[config.mk]
export PLATFORM = sky130hd
export DESIGN_NAME = instr_fetch_unit
export DESIGN_NICKNAME = d
export VERILOG_FILES = /design/src/rtl/instr_fetch_unit.sv
export SDC_FILE = /design/constraint.sdc
export NUM_CORES = 1
export LEC_CHECK = 0
export BUFFER_PORTS_ARGS = -buffer_cell sky130_fd_sc_hd__buf_4
export CAP_MARGIN = 20
export CORE_UTILIZATION = 50
export DETAILED_ROUTE_END_ITERATION = 16
export PLACE_DENSITY_LB_ADDON = 0.15
export SLEW_MARGIN = 20
export SYNTH_ARGS = -nofsm -noshare
export SYNTH_HDL_FRONTEND = slang
export SYNTH_SLANG_ARGS = --single-unit
[constraint.sdc]
create_clock -name clk -period 5 [get_ports clk]
set_input_delay 0.75 -clock clk [delete_from_list [all_inputs] [get_ports clk]]
set_output_delay 0.75 -clock clk [all_outputs]
set_load 0.1 [all_outputs]
[src/rtl/instr_fetch_unit.sv]
// instr_fetch_unit: PC register, instruction-memory req/ack fetch and next-PC selection.
// The fetcher runs a small FSM: IDLE -> FETCH -> EXEC -> FETCH ...
// Optional feature macro: PC_ALIGN_CHECK_EN. When it is defined, a misaligned next PC
// sends the unit to a FAULT state with a sticky pc_fault flag. When it is undefined,
// the low two bits of next PC are cleared instead.
module instr_fetch_unit #(
  parameter int                ADDR_W   = 18,
  parameter logic [ADDR_W-1:0] RESET_PC = '0
) (
  input  logic              clk,
  input  logic              rst,
  output logic              im_req,
  output logic [ADDR_W-1:0] im_addr,
  input  logic              im_ack,
  input  logic [31:0]       im_rdata,
  input  logic              stall,
  input  logic              ctl_jump,
  input  logic              ctl_jr,
  input  logic              ctl_branch,
  input  logic              br_cond,
  input  logic [ADDR_W-1:0] jr_target,
  output logic [31:0]       instr,
  output logic [5:0]        opcode,
  output logic [5:0]        funct,
  output logic              instr_valid,
  output logic [ADDR_W-1:0] pc_out,
  output logic [ADDR_W-1:0] link_pc,
  output logic              pc_fault
);

  typedef enum logic [1:0] {
    S_IDLE  = 2'd0,
    S_FETCH = 2'd1,
    S_EXEC  = 2'd2
`ifdef PC_ALIGN_CHECK_EN
    ,
    S_FAULT = 2'd3
`endif
  } state_t;

  state_t              state_q, state_d;
  logic [ADDR_W-1:0]   pc_q, pc_d;
  logic [31:0]         instr_q, instr_d;

  logic [ADDR_W-1:0]        pc4;
  logic [ADDR_W-1:0]        jmp_tgt;
  logic signed [ADDR_W-1:0] br_off;
  logic [ADDR_W-1:0]        br_tgt;
  logic [ADDR_W-1:0]        next_raw;

  // Clears the byte-offset bits so the PC always points at a word.
  function automatic logic [ADDR_W-1:0] word_align(input logic [ADDR_W-1:0] a);
    return a & ~ADDR_W'(3);
  endfunction

  // Candidate targets: sequential, jump (region-relative), branch (PC-relative) and jr.
  always_comb begin
    pc4 = pc_q + ADDR_W'(4);

    // Jump: low bits come from the 26-bit index, bits above 27 keep the pc4 region.
    jmp_tgt = '0;
    for (int i = 2; i < ADDR_W; i++) begin
      if (i < 28) jmp_tgt[i] = instr_q[i-2];
      else        jmp_tgt[i] = pc4[i];
    end

    // Branch: sign-extended 16-bit word offset scaled to bytes.
    br_off = '0;
    for (int i = 2; i < ADDR_W; i++) begin
      if (i < 18) br_off[i] = instr_q[i-2];
      else        br_off[i] = instr_q[15];
    end
    br_tgt = pc4 + $unsigned(br_off);

    // Priority: jr, then jump, then taken branch, then fall-through.
    if (ctl_jr)                      next_raw = jr_target;
    else if (ctl_jump)               next_raw = jmp_tgt;
    else if (ctl_branch && br_cond)  next_raw = br_tgt;
    else                             next_raw = pc4;
  end

`ifdef PC_ALIGN_CHECK_EN
  logic pc_fault_q, pc_fault_d;
`endif

  // Next-state, PC and instruction-register update.
  always_comb begin
    state_d = state_q;
    pc_d    = pc_q;
    instr_d = instr_q;
`ifdef PC_ALIGN_CHECK_EN
    pc_fault_d = pc_fault_q;
`endif
    case (state_q)
      S_IDLE: begin
        state_d = S_FETCH;
      end
      S_FETCH: begin
        if (im_ack) begin
          instr_d = im_rdata;
          state_d = S_EXEC;
        end
      end
      S_EXEC: begin
        if (!stall) begin
`ifdef PC_ALIGN_CHECK_EN
          if (next_raw[1:0] != 2'b00) begin
            pc_fault_d = 1'b1;
            state_d    = S_FAULT;
          end else begin
            pc_d    = next_raw;
            state_d = S_FETCH;
          end
`else
          pc_d    = word_align(next_raw);
          state_d = S_FETCH;
`endif
        end
      end
`ifdef PC_ALIGN_CHECK_EN
      S_FAULT: begin
        state_d = S_FAULT;
      end
`endif
      default: begin
        state_d = S_IDLE;
      end
    endcase
  end

  // State, PC and instruction registers with asynchronous reset.
  always_ff @(posedge clk or posedge rst) begin
    if (rst) begin
      state_q <= S_IDLE;
      pc_q    <= RESET_PC;
      instr_q <= '0;
    end else begin
      state_q <= state_d;
      pc_q    <= pc_d;
      instr_q <= instr_d;
    end
  end

`ifdef PC_ALIGN_CHECK_EN
  // Sticky misalignment flag, cleared only by reset.
  always_ff @(posedge clk or posedge rst) begin
    if (rst) pc_fault_q <= 1'b0;
    else     pc_fault_q <= pc_fault_d;
  end
  assign pc_fault = pc_fault_q;
`else
  assign pc_fault = 1'b0;
`endif

  // Outputs decode directly from the registered state so reset drops im_req at once.
  always_comb begin
    im_req      = (state_q == S_FETCH);
    instr_valid = (state_q == S_EXEC);
    im_addr     = pc_q;
    pc_out      = pc_q;
    link_pc     = pc4;
    instr       = instr_q;
    opcode      = instr_q[31:26];
    funct       = instr_q[5:0];
  end

endmodule
* Word level (Yosys, flattened, before mapping)
Index checks and enable logic that the tools add are counted.
Word-level totals: register bits after elaboration 50, input bits 58, output and inout bits 101, word-level logic and storage cells 21
Operators by class: add/subtract/negate cells 2, eq/ne operators 4, multiplexer cells 6, bitwise logic cells 1, reductions and logical operators 5
Operators by type and width (number):
- $mux W18 | 3
- $add A18 B18 Y18 | 1
- $add A18 B3 Y18 const B | 1
- $pmux W2 S3 | 1
- $reduce_and A2 Y1 | 3
- $mux W2 | 2
- $eq A2 B1 Y1 const B | 1
- $eq A2 B2 Y1 const B | 1
- $logic_not A2 Y1 | 1
- $ne A2 B1 Y1 const B | 1
- $ne A2 B2 Y1 const B | 1
- $logic_and A1 B1 Y1 | 1
- $not A1 Y1 | 1

* Longest topological paths before layout
depth after elaboration 5, gate-level depth with buffers 12

* Worst setup path before layout
Ideal clock, no wire load.
kind reg2reg, start register pc_q[2], in the netlist im_addr[2], end register pc_q[13], in the netlist im_addr[13], setup time 141 ps, arrival 4925 ps, data required time 4859 ps, path slack -66 ps, cell stages (with the launch flop) 13, buffers on the path 0, period minus slack after synthesis 5066 ps, path through dfrtp_1 > ha_1 > nand3_1 > nor2_1 > nand2_1 > xnor2_1 > ha_1 > a21oi_1 > nor2b_1 > o21a_1 > a311oi_1 > xor2_1 > a31oi_1
On the way: cells in the longest elaborated chain, start to end 5
RTL lines:
- from (decl) | line 42 | logic [ADDR_W-1:0] pc_q, pc_d;
- from (signal assigned) | line 139 | pc_q <= pc_d;
- $add A18 B3 Y18 | line 58 | pc4 = pc_q + ADDR_W'(4);
- named net link_pc[10] | line 27 | output logic [ADDR_W-1:0] link_pc,
- $add A18 B18 Y18 | line 73 | br_tgt = pc4 + $unsigned(br_off);
- $mux W18 | line 78 | else if (ctl_branch && br_cond) next_raw = br_tgt;
- $mux W18 | line 77 | else if (ctl_jump) next_raw = jmp_tgt;
- $mux W18 | line 76 | if (ctl_jr) next_raw = jr_target;
The timed path passes the listed nets, and every way through them passes these cells. A chain may end at the register's enable or synchronous reset.

* Final worst setup path
start register pc_q[2], in the netlist im_addr[2], end register pc_q[16], in the netlist im_addr[16]
On the way: cells in the longest elaborated chain, start to end 5
RTL lines (line):
- $add A18 B3 Y18 (*) | 58
- $add A18 B18 Y18 | 73
- $mux W18 (*) | 78
- $mux W18 (*) | 77
- $mux W18 (*) | 76
Every way passes the cells marked *; elsewhere a longest branch is shown, timed or not.

==> metrics <==
Crit Path Max Fanout=7; filler instances=617; clk_lat worst skew=0.31 ns; FMAX=roughly 300 MHz; Crit Path Class=reg -> reg; clk sinks=50; final setup violating endpoints=0; vias in the first global route=roughly 3100; cts hold-fix bufs=0; Die Wd=roughly 87 um; final hold vios=0; largest net degree at the start of global routing=51; main flop type after synthesis=dfrtp_1; Worst Hold Class=reg -> reg; Avg Synthesized Cell Area=9.30 sq um; hpwl dp=7.33 mm; Die Height=a little under 90 um; CTS H-Tree Depth=2; CTS tree=built; CTS clk-pin slew, worst paths=0.10 ns; PortBufs=approximately 150; antenna violations before repair=0; WP data arrival=3.56 ns; ys async rst share=100%; Syn Inst Count=391; Final Max Slew Viols=0; status=finished, final reports clean; Area Overhead vs Synth=29.0%; Clock Tree Root=clkbuf_8; most frequent cell after synthesis=dfrtp_1; Post-synth top cells=dfrtp_1 (50), buf_4 (35), mux2_2 (32); Initial Util=between 50% and 60%; Crit. End Element=flop; Slew HR=43.4%; mapped cell area=3640 sq um; CP Launch Type=flop; Final min period=3.34 ns; Post-Route WL=about 9.3 mm; GPL Wtd Cong=0.846; sum of negative setup slack=0 ns; Via density=roughly 5.5; number of detailed-route iterations in the first pass=4; placement row count=30; leading area contributor after synthesis=dfrtp_1; # nets final=584; DR WL/cell=15.4 um; Yosys top cell area share=34.4%; share of cells above drive strength 1=39.5%; Worst Skew=about 0.0077 ns; main area contributors after synthesis=dfrtp_1 (34%), mux2_2 (9.9%), buf_4 (7.2%); Longest Clk Path Bufs=2; Post-CTS Setup Inserts=0; gr ovfl total=0; cts repair resizes=0; overall routing resource usage=25.5%; DRC=0; WHS=approximately 0.52 ns; Max Cap Viol=0; global-route wire length before repair=15.0 mm; RSZ-0062 raised after global routing=no; number of flops mapped to enable cells by yosys=0; CP Data Required Time=between 5 and 6 ns; Ys Warns=0; Die Area=between 7000 and 8000 sq um; Diodes inserted=0; Iter 0 DRT Violations=240; total CTS buffers=5; Ports=159; post-route ant nets=0; core footprint=6910 sq um; worst slew pin tran=0.849 ns; vias after detailed routing=between 3000 and 4000; Seq cells post-synth=50; crit share post-route=between 60% and 70%; post-synth cell types=57; sequential area share after synthesis=34.4%
final cells by class:
type	instances	area, sq um	area share (%)
multi-input combinational	286	2050	43.8
sequential	50	1250	26.7
timing repair buffer	151	1130	24.2
tap	96	120	2.56
clock buffer	5	68.8	1.47
inverter	11	42.5	0.907
clock inverter	3	22.5	0.480
per-stage QoR:
step                      area (sq um)  utilization (%)  setup WS [ns]  instances
after floorplan                   3680                -         0.0575        397
after global placement            4600             66.6           1.86        594
after detailed placement          4600             66.6           1.71        594
after CTS                         4690             67.9           1.70        602
after global routing              4690             67.9           1.38        602
final                             4690             67.9           1.66        602
state kept, by name, indices dropped and copies added, names as in the netlist:
name	flops
im_addr	16
instr	32
state_q	2
layer usage:
metal	wire (um)	vias up	global-route usage (%)
met5	0	-	0
met4	162	0	8.20
met3	813	12	5.21
met2	4180	163	40.1
met1	4140	1521	35.4
li1	-	1588	-
worst max-delay path: stages, from the launching register on:
cell and delay (ns):
dfrtp_1 0.49, ha_1 0.23, nand3_1 0.27, nor4_1 0.42
xnor2_1 0.24, ha_1 0.35, a21o_1 0.20, a2111oi_0 0.54
a21oi_1 0.17, xor2_1 0.18, a21o_1 0.16
layout by cell type (no fill, tap or decap), types with 3 or more instances in the layout:
| cell type | count |
|---|---|
| a211oi_1 | 4 |
| a21o_1 | 4 |
| a21oi_1 | 29 |
| a221oi_1 | 4 |
| a31oi_1 | 8 |
| and3_1 | 5 |
| buf_4 | 151 |
| clkbuf_8 | 5 |
| conb_1 | 7 |
| dfrtp_1 | 50 |
| ha_1 | 20 |
| inv_1 | 10 |
| mux2_2 | 32 |
| nand2_1 | 27 |
| nand2b_1 | 4 |
| nand3_1 | 9 |
| nor2_1 | 28 |
| nor2b_1 | 6 |
| nor3_1 | 6 |
| nor4_1 | 3 |
| o211ai_1 | 4 |
| o21a_1 | 3 |
| o21ai_0 | 17 |
| o22ai_1 | 3 |
| xnor2_1 | 11 |
| xnor2_2 | 3 |
| xor2_1 | 13 |
logic make-up (layout without fill, tap and decap cells):
family / count (synthesis) / after routing / synth area share [%]
and+or+nand+nor: 101 / 101 / 13.7
other: 1 / 7 / 0.103
AOI/OAI and AO/OA: 96 / 96 / 17.1
muxes: 34 / 34 / 10.5
DFF: 50 / 50 / 34.4
buffers and inverters: 61 / 170 / 10.4
xor gates and xnor gates: 27 / 27 / 6.50
adders and majority gates: 21 / 21 / 7.43
path summary, 6_finish.rpt:
check | startpoint | end | slack (ns) | cells after the start
max | im_addr[2]$_DFFE_PP0P_ | im_addr[16]$_DFFE_PP0P_ | 1.66 | 10
min | instr[21]$_DFFE_PP0P_ | instr[21]$_DFFE_PP0P_ | 0.52 | 1
max reg2reg | im_addr[2]$_DFFE_PP0P_ | im_addr[16]$_DFFE_PP0P_ | 1.66 | 10
min reg2reg | instr[21]$_DFFE_PP0P_ | instr[21]$_DFFE_PP0P_ | 0.52 | 1
max in group asynchronous | rst | im_addr[2]$_DFFE_PP0P_ | 3.91 | 2
min in group asynchronous | rst | instr[29]$_DFFE_PP0P_ | 0.57 | 2
Power is not shown: default switching activity piles up to over one toggle a cycle in this logic, so the estimate is an artifact.
